[config.mk]
export PLATFORM = sky130hd
export DESIGN_NAME = mod3_frame_tx_flat
export DESIGN_NICKNAME = d
export VERILOG_FILES = /design/src/rtl/mod3_frame_tx_if.sv /design/src/rtl/mod3_frame_tx.sv /design/src/flat_wrapper.sv
export SDC_FILE = /design/constraint.sdc
export NUM_CORES = 1
export LEC_CHECK = 0
export BUFFER_PORTS_ARGS = -buffer_cell sky130_fd_sc_hd__buf_2
export CELL_PAD_IN_SITES_DETAIL_PLACEMENT = 1
export CELL_PAD_IN_SITES_GLOBAL_PLACEMENT = 1
export CORE_AREA = 2 2 56 58
export CTS_CLUSTER_SIZE = 20
export DETAILED_ROUTE_END_ITERATION = 10
export DIE_AREA = 0 0 58 60
export PLACE_DENSITY_LB_ADDON = 0.1
export REMOVE_ABC_BUFFERS = 1
export SYNTH_ARGS = -nofsm -noshare
export SYNTH_HDL_FRONTEND = slang
export SYNTH_SLANG_ARGS = --single-unit
[constraint.sdc]
create_clock -name clk -period 2.5 [get_ports clk]
set_clock_uncertainty 0.1 [all_clocks]
set_input_delay 0.25 -clock clk [delete_from_list [all_inputs] [get_ports clk]]
set_output_delay 0.25 -clock clk [all_outputs]
set_load 0.02 [all_outputs]
[src/rtl/mod3_frame_tx_if.sv]
// -----------------------------------------------------------------------------
// mod3_frame_tx_if
//   Bundles the word-in handshake and the serial-out stream of mod3_frame_tx.
//
//   Signals:
//     in_valid    payload word available (driven by the word source)
//     in_data     WIDTH-bit payload word, bit WIDTH-1 is transmitted first
//     in_ready    transmitter can accept a word this cycle
//     tx_ready    downstream consumes the current serial bit this cycle
//     dout        current serial bit
//     dout_valid  dout holds a valid frame bit
//     frame_start current bit is the payload MSB
//     frame_last  current bit is the final check bit c[0]
//
//   Modports:
//     master  the environment side (word source and bit sink)
//     slave   the transmitter side
// -----------------------------------------------------------------------------
interface mod3_frame_tx_if #(
  parameter int WIDTH = 8
);

  logic             in_valid;
  logic [WIDTH-1:0] in_data;
  logic             in_ready;
  logic             tx_ready;
  logic             dout;
  logic             dout_valid;
  logic             frame_start;
  logic             frame_last;

  modport master (
    output in_valid,
    output in_data,
    output tx_ready,
    input  in_ready,
    input  dout,
    input  dout_valid,
    input  frame_start,
    input  frame_last
  );

  modport slave (
    input  in_valid,
    input  in_data,
    input  tx_ready,
    output in_ready,
    output dout,
    output dout_valid,
    output frame_start,
    output frame_last
  );

endinterface : mod3_frame_tx_if

[src/rtl/mod3_frame_tx.sv]
// -----------------------------------------------------------------------------
// mod3_frame_tx
//   Serial transmitter for the mod-3 divisibility stream. A WIDTH-bit word is
//   taken over a valid/ready handshake and shifted out MSB-first, followed by
//   two check bits c[1], c[0] chosen so that the complete WIDTH+2-bit frame,
//   read as an unsigned MSB-first integer, is a multiple of 3.
//
//   Ports:
//     clk     clock
//     resetn  synchronous, active-low reset
//     bus     mod3_frame_tx_if.slave
//               in_valid/in_data/in_ready : word handshake
//               tx_ready                  : downstream consumes current bit
//               dout/dout_valid           : serial bit stream
//               frame_start/frame_last    : first / last bit markers
//
//   The remainder r tracks the value of the bits already sent modulo 3. Since
//   the frame value is 4*V + c and 4 = 1 (mod 3), picking c = (3 - r) mod 3
//   makes the frame divisible by 3.
//
//   All serial outputs decode registered state only. in_ready looks at
//   tx_ready only in CHK0, where the next word is taken on the same edge that
//   consumes the final check bit so frames can run back to back.
// -----------------------------------------------------------------------------
module mod3_frame_tx #(
  parameter int WIDTH = 8
) (
  input  logic           clk,
  input  logic           resetn,
  mod3_frame_tx_if.slave bus
);

  // A 1-bit payload still needs a (degenerate) one-bit counter.
  localparam int              CNT_W    = (WIDTH > 1) ? $clog2(WIDTH) : 1;
  localparam logic [CNT_W-1:0] CNT_TOP  = CNT_W'(WIDTH - 1);
  localparam logic [CNT_W-1:0] CNT_ZERO = CNT_W'(0);
  localparam logic [CNT_W-1:0] CNT_ONE  = CNT_W'(1);

  typedef enum logic [1:0] {
    ST_IDLE = 2'd0,
    ST_DATA = 2'd1,
    ST_CHK1 = 2'd2,
    ST_CHK0 = 2'd3
  } state_e;

  // ---------------------------------------------------------------------------
  // Remainder update for one more bit: (2*rem + bit) mod 3. rem is never 3.
  // ---------------------------------------------------------------------------
  function automatic logic [1:0] mod3_step(input logic [1:0] rem, input logic bit_in);
    logic [1:0] res;
    case ({rem, bit_in})
      3'b000:  res = 2'd0;
      3'b001:  res = 2'd1;
      3'b010:  res = 2'd2;
      3'b011:  res = 2'd0;
      3'b100:  res = 2'd1;
      3'b101:  res = 2'd2;
      default: res = 2'd0;
    endcase
    return res;
  endfunction

  // ---------------------------------------------------------------------------
  // Check value that cancels the payload remainder: (3 - rem) mod 3.
  // ---------------------------------------------------------------------------
  function automatic logic [1:0] mod3_check(input logic [1:0] rem);
    logic [1:0] res;
    case (rem)
      2'd0:    res = 2'd0;
      2'd1:    res = 2'd2;
      2'd2:    res = 2'd1;
      default: res = 2'd0;
    endcase
    return res;
  endfunction

  state_e           state_q, state_d;
  logic [WIDTH-1:0] shift_q, shift_d;
  logic [CNT_W-1:0] cnt_q,   cnt_d;
  logic [1:0]       r_q,     r_d;
  logic [1:0]       c_q,     c_d;

  logic             in_ready_s;
  logic             dout_s;
  logic             dout_valid_s;
  logic             frame_start_s;
  logic             frame_last_s;
  logic             accept_s;
  logic             xfer_s;
  logic [1:0]       r_next_s;

  // Output decode from the registered state (plus tx_ready for in_ready in CHK0).
  always_comb begin
    in_ready_s    = 1'b0;
    dout_s        = 1'b0;
    dout_valid_s  = 1'b0;
    frame_start_s = 1'b0;
    frame_last_s  = 1'b0;
    case (state_q)
      ST_IDLE: begin
        in_ready_s = 1'b1;
      end
      ST_DATA: begin
        dout_valid_s  = 1'b1;
        dout_s        = shift_q[WIDTH-1];
        frame_start_s = (cnt_q == CNT_TOP);
      end
      ST_CHK1: begin
        dout_valid_s = 1'b1;
        dout_s       = c_q[1];
      end
      ST_CHK0: begin
        dout_valid_s = 1'b1;
        dout_s       = c_q[0];
        frame_last_s = 1'b1;
        in_ready_s   = bus.tx_ready;
      end
      default: begin
        in_ready_s = 1'b0;
      end
    endcase
  end

  // Handshake qualifiers; a word is never taken while reset is asserted.
  always_comb begin
    accept_s = bus.in_valid && in_ready_s && resetn;
    xfer_s   = dout_valid_s && bus.tx_ready;
    r_next_s = mod3_step(r_q, shift_q[WIDTH-1]);
  end

  // Next-state and datapath updates; everything holds unless a transfer or accept happens.
  always_comb begin
    state_d = state_q;
    shift_d = shift_q;
    cnt_d   = cnt_q;
    r_d     = r_q;
    c_d     = c_q;
    case (state_q)
      ST_IDLE: begin
        if (accept_s) begin
          shift_d = bus.in_data;
          cnt_d   = CNT_TOP;
          r_d     = 2'd0;
          state_d = ST_DATA;
        end else begin
          state_d = ST_IDLE;
        end
      end
      ST_DATA: begin
        if (xfer_s) begin
          r_d     = r_next_s;
          shift_d = shift_q << 1;
          if (cnt_q == CNT_ZERO) begin
            // Last payload bit: r_next_s already includes it.
            c_d     = mod3_check(r_next_s);
            state_d = ST_CHK1;
          end else begin
            cnt_d = cnt_q - CNT_ONE;
          end
        end else begin
          state_d = ST_DATA;
        end
      end
      ST_CHK1: begin
        if (xfer_s) begin
          state_d = ST_CHK0;
        end else begin
          state_d = ST_CHK1;
        end
      end
      ST_CHK0: begin
        if (xfer_s && accept_s) begin
          // Next frame starts immediately after the final check bit.
          shift_d = bus.in_data;
          cnt_d   = CNT_TOP;
          r_d     = 2'd0;
          state_d = ST_DATA;
        end else if (xfer_s) begin
          state_d = ST_IDLE;
        end else begin
          state_d = ST_CHK0;
        end
      end
      default: begin
        state_d = ST_IDLE;
      end
    endcase
  end

  // State and datapath registers with synchronous active-low reset.
  always_ff @(posedge clk) begin
    if (!resetn) begin
      state_q <= ST_IDLE;
      shift_q <= '0;
      cnt_q   <= CNT_ZERO;
      r_q     <= 2'd0;
      c_q     <= 2'd0;
    end else begin
      state_q <= state_d;
      shift_q <= shift_d;
      cnt_q   <= cnt_d;
      r_q     <= r_d;
      c_q     <= c_d;
    end
  end

  assign bus.in_ready    = in_ready_s && resetn;
  assign bus.dout        = dout_s;
  assign bus.dout_valid  = dout_valid_s;
  assign bus.frame_start = frame_start_s;
  assign bus.frame_last  = frame_last_s;

endmodule : mod3_frame_tx

[src/flat_wrapper.sv]
// flat-port wrapper written by rule: the top's interface ports become plain ports
module mod3_frame_tx_flat 
#(
  parameter int WIDTH = 8
)
  (clk, resetn, bus_in_valid, bus_in_data, bus_tx_ready, bus_in_ready, bus_dout, bus_dout_valid, bus_frame_start, bus_frame_last);
  mod3_frame_tx_if #(.WIDTH(WIDTH)) bus_i ();
  input  logic clk;
  input  logic resetn;
  input wire logic [$bits(bus_i.in_valid)-1:0] bus_in_valid;
  input wire logic [$bits(bus_i.in_data)-1:0] bus_in_data;
  input wire logic [$bits(bus_i.tx_ready)-1:0] bus_tx_ready;
  output wire logic [$bits(bus_i.in_ready)-1:0] bus_in_ready;
  output wire logic [$bits(bus_i.dout)-1:0] bus_dout;
  output wire logic [$bits(bus_i.dout_valid)-1:0] bus_dout_valid;
  output wire logic [$bits(bus_i.frame_start)-1:0] bus_frame_start;
  output wire logic [$bits(bus_i.frame_last)-1:0] bus_frame_last;
  assign bus_i.in_valid = bus_in_valid;
  assign bus_i.in_data = bus_in_data;
  assign bus_i.tx_ready = bus_tx_ready;
  assign bus_in_ready = bus_i.in_ready;
  assign bus_dout = bus_i.dout;
  assign bus_dout_valid = bus_i.dout_valid;
  assign bus_frame_start = bus_i.frame_start;
  assign bus_frame_last = bus_i.frame_last;
  mod3_frame_tx #(.WIDTH(WIDTH)) u_core (.clk(clk), .resetn(resetn), .bus(bus_i));
endmodule
# Word-level counts from Yosys, hierarchy flattened
# Index checks and enable logic that the tools add are counted.
[totals] memories=0 ram_bits=0 latch_bits=0 regBits=17 rom_bits=0 output_inout_bits=5 elab_cells=62 inputBits=12
[op_classes] n_lt_le_gt_ge=0 div=0 add_sub_neg=1 n_reduce_logical=14 shift=0 n_mux=27 n_eq_ne=15 n_bitwise=0 n_mul=0
[op_table] operator="$mux W8" count=3
[op_table] operator="$pmux W8 S3" count=1
[op_table] operator="$mux W2" count=7
[op_table] operator="$mux W3" count=4
[op_table] operator="$eq A3 B3 Y1 const B" count=3
[op_table] operator="$pmux W3 S3" count=1
[op_table] operator="$pmux W2 S2" count=2
[op_table] operator="$pmux W2 S4" count=1
[op_table] operator="$eq A2 B2 Y1 const B" count=3
[op_table] operator="$ne A2 B1 Y1 const B" count=3
[op_table] operator="$pmux W2 S3" count=1
[op_table] operator="$logic_and A1 B1 Y1" count=5
[op_table] operator="$mux W1" count=5
[op_table] operator="$reduce_and A5 Y1" count=1
[op_table] operator="$eq A2 B1 Y1 const B" count=2
[op_table] operator="$reduce_and A4 Y1" count=1
[op_table] operator="$reduce_or A2 Y1" count=2
[op_table] operator="$eq A3 B1 Y1 const B" count=1
[op_table] operator="$eq A3 B2 Y1 const B" count=1
[op_table] operator="$logic_not A3 Y1" count=1
[op_table] operator="$ne A3 B3 Y1 const B" count=1
[op_table] operator="$pmux W1 S3" count=1
[op_table] operator="$reduce_and A3 Y1" count=1
[op_table] operator="$reduce_bool A3 Y1" count=1
[op_table] operator="other kinds (5)" count=5

# Depth between registers and ports, before layout
# Gate-level depths: netlist of run 1.
[depth] ltp_word=7 ltp_mapped=8 ltp_nobuf=6

# Worst setup path before layout of run 1
# Ideal clock, no wire load.
[synth_timing] path_type="reg2reg" from="register u_core.state_q[0]" to="register u_core.r_q[0]" setup_time_ns=0.117 path_slack_ns=0.425 t_arrival_ns=1.858 synth_period_minus_slack_ns=2.075 n_path_buf=1 required_ns=2.283 path_stages_with_launch=8 path_cell_list="dfxtp_1 -> inv_1 -> ha_1 -> nand3b_2 -> a2111oi_4 -> buf_6 -> nor2_1 -> a32o_1"
[synth_between] elab_chain_len=7 word_cells_on_any_way=17 classes_between="eq/ne (6); mux (3); reduce/logical (8)"
[synth_lines] element="from (decl)" line="mod3_frame_tx.sv:77" source="state_e state_q, state_d;"
[synth_lines] element="from (signal assigned)" line="mod3_frame_tx.sv:199" source="state_q <= state_d;"
[synth_lines] element="$eq A2 B1 Y1, or another cell as far along" line="mod3_frame_tx.sv:99, mod3_frame_tx.sv:138"
[synth_lines] element="$reduce_or A3 Y1 (no line) / $pmux W1 S2 (equally long branches)"
[synth_lines] element="$mux W1 / $logic_and A1 B1 Y1 (equally long branches)" line="mod3_frame_tx.sv:99, mod3_frame_tx.sv:126"
[synth_lines] element="$logic_and A1 B1 Y1, on equally long branches" line="mod3_frame_tx.sv:127, mod3_frame_tx.sv:126"
[synth_lines] element="$logic_and A1 B1 Y1" line="mod3_frame_tx.sv:172" source="if (xfer_s && accept_s) begin"
[synth_lines] element="$ne A2 B1 Y1 (no line)"
[synth_lines] element="$reduce_and A4 Y1 (no line)"
[synth_lines] element="to (signal assigned)" line="mod3_frame_tx.sv:202" source="r_q <= r_d;"
[synth_lines] element="to (decl)" line="mod3_frame_tx.sv:80" source="logic [1:0] r_q, r_d;"
# Parallel ways exist; a longest one is shown, timed or not.
# A chain may end at the register's enable or synchronous reset.

# Final worst setup path of run 1
[layout_timing] from="register u_core.state_q[0]" to="register u_core.shift_q[0]"
[layout_between] elab_chain_len=7 word_cells_on_any_way=17 classes_between="eq/ne (6); mux (3); reduce/logical (8)"
[layout_lines] element="$eq A2 B1 Y1, or another cell as far along" line="mod3_frame_tx.sv:99, mod3_frame_tx.sv:138"
[layout_lines] element="$reduce_or A3 Y1 (no line) / $pmux W1 S2 (equally long branches)"
[layout_lines] element="$mux W1 / $logic_and A1 B1 Y1 (equally long branches)" line="mod3_frame_tx.sv:99, mod3_frame_tx.sv:126"
[layout_lines] element="$logic_and A1 B1 Y1, on equally long branches" line="mod3_frame_tx.sv:127, mod3_frame_tx.sv:126"
[layout_lines] element="$logic_and A1 B1 Y1" line="mod3_frame_tx.sv:172"
[layout_lines] element="$ne A2 B1 Y1 (no line)"
[layout_lines] element="$reduce_and A4 Y1 (no line)"
[layout_lines] element="to (signal assigned)" line="mod3_frame_tx.sv:200" source="shift_q <= shift_d;"
[layout_lines] element="to (decl)" line="mod3_frame_tx.sv:78" source="logic [WIDTH-1:0] shift_q, shift_d;"
# Parallel ways exist; a longest one is shown, timed or not.

==> results of run 1 <==
layout by cell type (no fill, tap or decap), drive strengths merged, types with 2 or more instances in the layout:
master	n
or2	2
nor3	11
nor2	8
mux2i	9
clkbuf	4
nand4	3
nand2b	3
a211oi	7
nor4	2
nand2	4
inv	8
o21ai	6
nand3b	2
a21oi	3
nor3b	2
buf	22
ha	8
dfxtp	17
a2111oi	2
nor2b	2
critical path: stages, from the launching register on:
cell	delay, ps
dfxtp_1	380
inv_1	110
ha_1	310
nand3b_2	300
a2111oi_4	480
buf_4	230
nor3_1	60
a41o_1	190
flip-flops by register name, summed over array words and instances, names as in the netlist:
| name | count |
|---|---|
| u_core.c_q | 2 |
| u_core.cnt_q | 3 |
| u_core.r_q | 2 |
| u_core.shift_q | 8 |
| u_core.state_q | 2 |
cells by family (layout without fill, tap and decap cells):
kind of cell               count (synthesis)  count (layout)  synth area share
muxes                                      9               9           0.08000
AOI/OAI and AO/OA                         28              28            0.2222
buffers and inverters                     18              34           0.08444
and+or+nand+nor                           43              43            0.2144
xor gates and xnor gates                   1               1          0.007779
DFF                                       17              17            0.3022
adders and majority gates                  8               8           0.08889
area by class of cell:
cell class	count	share of cell area
well taps	33	0.03293
flip-flops and latches	17	0.2715
clock buffers	4	0.02096
multi-input cells	89	0.5509
repair buffers	22	0.09980
inverters	8	0.02395
worst max path at each step:
| stage | startpoint | endpoint | slack (ps) |
|---|---|---|---|
| 6_report | u_core.state_q[0]$_SDFFE_PN0P_ | u_core.shift_q[0]$_SDFFE_PN0P_ | 220 |
| 3_3_place_gp | u_core.state_q[1]$_SDFFE_PN0P_ | u_core.shift_q[0]$_SDFFE_PN0P_ | 300 |
| 2_1_floorplan | u_core.state_q[0]$_SDFFE_PN0P_ | u_core.r_q[1]$_SDFFE_PN0P_ | 160 |
| 4_1_cts | u_core.state_q[0]$_SDFFE_PN0P_ | u_core.shift_q[0]$_SDFFE_PN0P_ | 190 |
| 3_5_place_dp | u_core.state_q[0]$_SDFFE_PN0P_ | u_core.shift_q[0]$_SDFFE_PN0P_ | 230 |
| 5_1_grt | u_core.state_q[0]$_SDFFE_PN0P_ | u_core.shift_q[1]$_SDFFE_PN0P_ | 10 |
metal layers:
layer / wire (µm) / GRT usage
met1: 1259 / 0.2277
met2: 1229 / 0.2841
met3: 72 / 0.03896
met4: 34 / 0.04983
met5: 0 / 0
where the power goes:
part	internal, mW	switching, mW
logic	0.0612	0.0773
registers	0.291	0.0142
clock network	0.0622	0.0886
total	0.415	0.180
synth_stat cells, drive strengths merged (2+ instances only):
cell type	number	share of area
dfxtp	17	0.30
nor3	11	0.049
mux2i	9	0.080
ha	8	0.089
inv	8	0.027
nor2	8	0.027
a211oi	7	0.047
buf	7	0.044
o21ai	6	0.030
nand2	4	0.013
a21oi	3	0.013
clkbuf	3	0.013
nand2b	3	0.017
nand4	3	0.017
a2111oi	2	0.038
nand3b	2	0.017
nor2b	2	0.011
nor3b	2	0.013
nor4	2	0.011
or2	2	0.011
==> out/qor.yml, run 1 <==
status: "finished clean"
synth-seq-area-share: 0.3022
clk_latency_ps: 300
core_um2: 2903
cts_hold_buf: 0
instances_no_fill: 173
hold_path_depth: 2
die_w_um: 58
finalCoreUtilization: 0.4319
drv_slew: 0
preCtsSetupSlack_ps: 226.8
post-route-period-util: 0.9127
seq_area_um2: 340.3
tightest_slew_ps: 431.7
synthCells: 124
via_per_inst: 5.647
rows: 20
grt_pass1_wl_mm: 4.629
p_total_uw: 594.8
vdd_ir_drop_max_mv: 0.3939
slew_headroom: 0.7100
clk_pin_slew_worst_paths_ps: 110
fillCellCount: 346
dp_hpwl_mm: 1.983
num_vias: 977
wirelength_mm: 2.595
ys.flop_type: "dfxtp_1"
antennaDiodeCount: 0
dr.pass1.iters: 4
power.density_nw_per_um2: 474.5
cts_buffer_depth: 2
stdcell_area_um2: 1254
fin_tns_setup_ps: 0
min-delay-start: "bus_in_data[0]"
cap_violations: 0
timing.rr.end: "u_core.shift_q[0]$_SDFFE_PN0P_"
cts.sinks: 17
hold_violations: 0
cts_buffers: 3
drc: 0
die_area_um2: 3480
grt_pass1_vias: 991
place.gp.congestion: 0.7755
critPathRequiredTime_ps: 2590
wl_per_cell_um: 15.00
r2r-start: "u_core.state_q[0]$_SDFFE_PN0P_"
timing.hold.ws_ps: 114.7
grt_use_total: 0.1732
num_io_pins: 17
placed_cell_area_um2: 1227
ff2ff_path_depth: 7
crit_arrival_ps: 2370
grt_max_degree: 13
crit_path_max_fanout: 8
cts-resized-gates: 0
root_buffer: "clkbuf_4"
die_y_um: 60
overflow: 0
place_inst: 169
drt_iter0_drc: 35
criticalPathCategory: "register to register"
leakagePower_nw: 0.5075
async_flop_share: 0
cp-end-kind: "register"
ant_nets: 0
syn-mean-instance-area_um2: 9.081
hold_path.class: "primary input to register"
syn-cell-area_um2: 1126
port_buffers: 16
cp-start-kind: "register"
fmax_ghz: 0.4383
cts_setup_buffers: 0
rrSetupSlack_ps: 220
ys_ff_latch: 17
start_util: 0.3879
yosys_warnings: 0
drive_above_1_share: 0.2429
final.min_clock_period_ps: 2282
finalWorstSetupSlack_ps: 218.3
fin_nets: 161
synth_edf_count: 0
h-tree-depth: 1
antenna_found_initial: 0
hold_end: "u_core.shift_q[0]$_SDFFE_PN0P_"
synth.distinct_cells: 42
synthToLayoutAreaGrowth_pct: 11.33
setup_viol: 0
cts_tree: "done"
multi_input_area_um2: 690.7
rsz0062_at_grt: "false"
(Power assumes the default switching activity.)
==> run 2: changes to the inputs <==
CORE_AREA = 2 2 55 57   (was 2 2 56 58)
DIE_AREA = 0 0 57 59   (was 0 0 58 60)
==> run 2 against run 1 <==
Effect of this change: flip-flop and latch count is the same; global-route usage shrank 0.081 points; sequential power is essentially flat; highest routed layer unchanged; power grew 1.1%; final cell count shrank 2.3%; critical endpoint is now u_core.r_q[1]$_SDFFE_PN0P_; utilization grew 2.4 points; wire length shrank 0.42%.
==> out/qor.yml, run 2 (synthesized netlist as in run 1, its figures left out) <==
status: "finished clean"  # unchanged
seq_area_um2: 340.3  # unchanged
criticalPathCategory: "register to register"  # unchanged
core_um2: 2710  # was 2903 µm²
clk_pin_slew_worst_paths_ps: 110  # about the same
dp_hpwl_mm: 1.932  # was 1.983 mm
vdd_ir_drop_max_mv: 0.2699  # was 0.3939 mV
cts_buffer_depth: 2  # unchanged
cap_violations: 0  # unchanged
cp-start-kind: "register"  # unchanged
final_cell_mix: "dfxtp_1, buf_2, nor3_1"  # unchanged
setup_viol: 0  # unchanged
slew_headroom: 0.6619  # was 0.7100
overflow: 0  # unchanged
cts_setup_buffers: 0  # unchanged
start_util: 0.4155  # was 0.3879
grt_pass1_vias: 1019  # was 991
root_buffer: "clkbuf_4"  # unchanged
multi_input_area_um2: 690.7  # unchanged
fin_nets: 159  # was 161
die_y_um: 59  # was 60 µm
port_buffers: 16  # unchanged
hold_path.class: "primary input to register"  # unchanged
crit_chain: "inv_1, ha_1, nand3b_2, nor4b_2, or2_2, o221ai_1"  # was inv_1, ha_1, nand3b_2, a2111oi_4, buf_4, nor3_1, a41o_1
antenna_found_initial: 0  # unchanged
instances_no_fill: 169  # was 173
crit_arrival_ps: 2360  # was 2370 ps
crit_path_max_fanout: 9  # was 8
wl_per_cell_um: 15.29  # was 15.00 µm
grt_pass1_wl_mm: 4.616  # was 4.629 mm
cts.sinks: 17  # unchanged
final.min_clock_period_ps: 2285  # was 2282 ps
cts-resized-gates: 0  # unchanged
cts_buffers: 3  # unchanged
leakagePower_nw: 0.4967  # was 0.5075 nW
hold_violations: 0  # unchanged
grt_use_total: 0.1724  # was 0.1732
rows: 19  # was 20
die_w_um: 57  # was 58 µm
fin_tns_setup_ps: 0  # unchanged
drv_slew: 0  # unchanged
ant_nets: 0  # unchanged
final_common_cell: "dfxtp_1"  # unchanged
cp-end-kind: "register"  # unchanged
die_area_um2: 3363  # was 3480 µm²
wirelength_mm: 2.584  # was 2.595 mm
num_vias: 964  # was 977
rsz0062_at_grt: "false"  # unchanged
largest_register_ffs: 8  # unchanged
h-tree-depth: 1  # unchanged
fmax_ghz: 0.4376  # was 0.4383 GHz
synthToLayoutAreaGrowth_pct: 9.778  # was 11.33%
cts_hold_buf: 0  # unchanged
regMostFlops: "u_core.shift_q"  # unchanged
via_per_inst: 5.704  # was 5.647
num_io_pins: 17  # unchanged
place.gp.congestion: 0.7037  # was 0.7755
clk_latency_ps: 290  # was 300 ps
fillCellCount: 343  # was 346
crit_buf_inv: 1  # was 2
drc: 0  # unchanged
cts_tree: "done"  # unchanged
reg.largest.list: "u_core.shift_q (8), u_core.cnt_q (3)"  # unchanged
antennaDiodeCount: 0  # unchanged
place_inst: 165  # was 169
grt_max_degree: 16  # was 13
power.density_nw_per_um2: 486.5  # was 474.5 nW/µm²
drt_iter0_drc: 24  # was 35
drive_above_1_share: 0.2319  # was 0.2429
critPathRequiredTime_ps: 2570  # was 2590 ps
cp_slowest_cell: "nor4b_2"  # was a2111oi_4
post-route-period-util: 0.9142  # was 0.9127
crit_family: "simple AND/OR/NAND/NOR gates"  # was compound AO/OA/AOI/OAI gates
crit_path_max_incr_delay_ps: 490  # was 480 ps
tightest_slew_ps: 506.7  # was 431.7 ps
dr.pass1.iters: 4  # unchanged
==> run 2: cell types whose count changed in the layout (fill, tap and decap cells not counted), sizes merged <==
cell  previous run  this run
buf             22        20
==> run 2: power by group <==
part / total, mW / internal (mW) / switching, mW
clock network: 0.156 / 0.0620 / 0.0941
registers: 0.306 / 0.291 / 0.0146
logic: 0.139 / 0.0604 / 0.0787
==> run 2: worst paths after layout <==
check | end | slack [ps] | start | cells after the start
setup / recovery | u_core.r_q[1]$_SDFFE_PN0P_ | 210 | u_core.state_q[0]$_SDFFE_PN0P_ | 6
hold / removal | u_core.shift_q[0]$_SDFFE_PN0P_ | 110 | bus_in_data[0] | 2
setup reg to reg | u_core.r_q[1]$_SDFFE_PN0P_ | 210 | u_core.state_q[0]$_SDFFE_PN0P_ | 6
hold reg to reg | u_core.c_q[0]$_SDFFE_PN0P_ | 420 | u_core.c_q[0]$_SDFFE_PN0P_ | 2
==> run 2: worst reg2reg max path, stage by stage, from the launching register on <==
cell and delay, ps:
dfxtp_1 380, inv_1 100, ha_1 320, nand3b_2 310
nor4b_2 490, or2_2 310, o221ai_1 160
==> run 2: area by class of cell <==
type | instances | area share
clock buffer | 4 | 0.02125
inverter | 8 | 0.02429
multi-input combinational | 89 | 0.5587
sequential | 17 | 0.2753
tap | 31 | 0.03138
timing repair buffer | 20 | 0.08907
==> run 2: stage by stage <==
step                      power (mW)  instance area, µm²  setup WS (ps)  hold slack, ps  utilization
final                         0.6014                1236          214.6           109.1       0.4561
after global routing          0.6332                1236          13.42           107.4       0.4561
after CTS                     0.6073                1236          189.4           106.6       0.4561
after detailed placement      0.4537                1210          218.2           400.0       0.4464
after global placement        0.4489                1210          298.8           381.2       0.4464
after floorplan               0.4047                1061          162.3           283.4            -
==> run 2: layer usage <==
layer / vias to the layer above / global-route usage / wire length, µm
met5: - / 0 / 0
met4: 0 / 0.04983 / 16
met3: 2 / 0.01965 / 75
met2: 12 / 0.3038 / 1269
met1: 469 / 0.2233 / 1222
li1: 481 / - / -
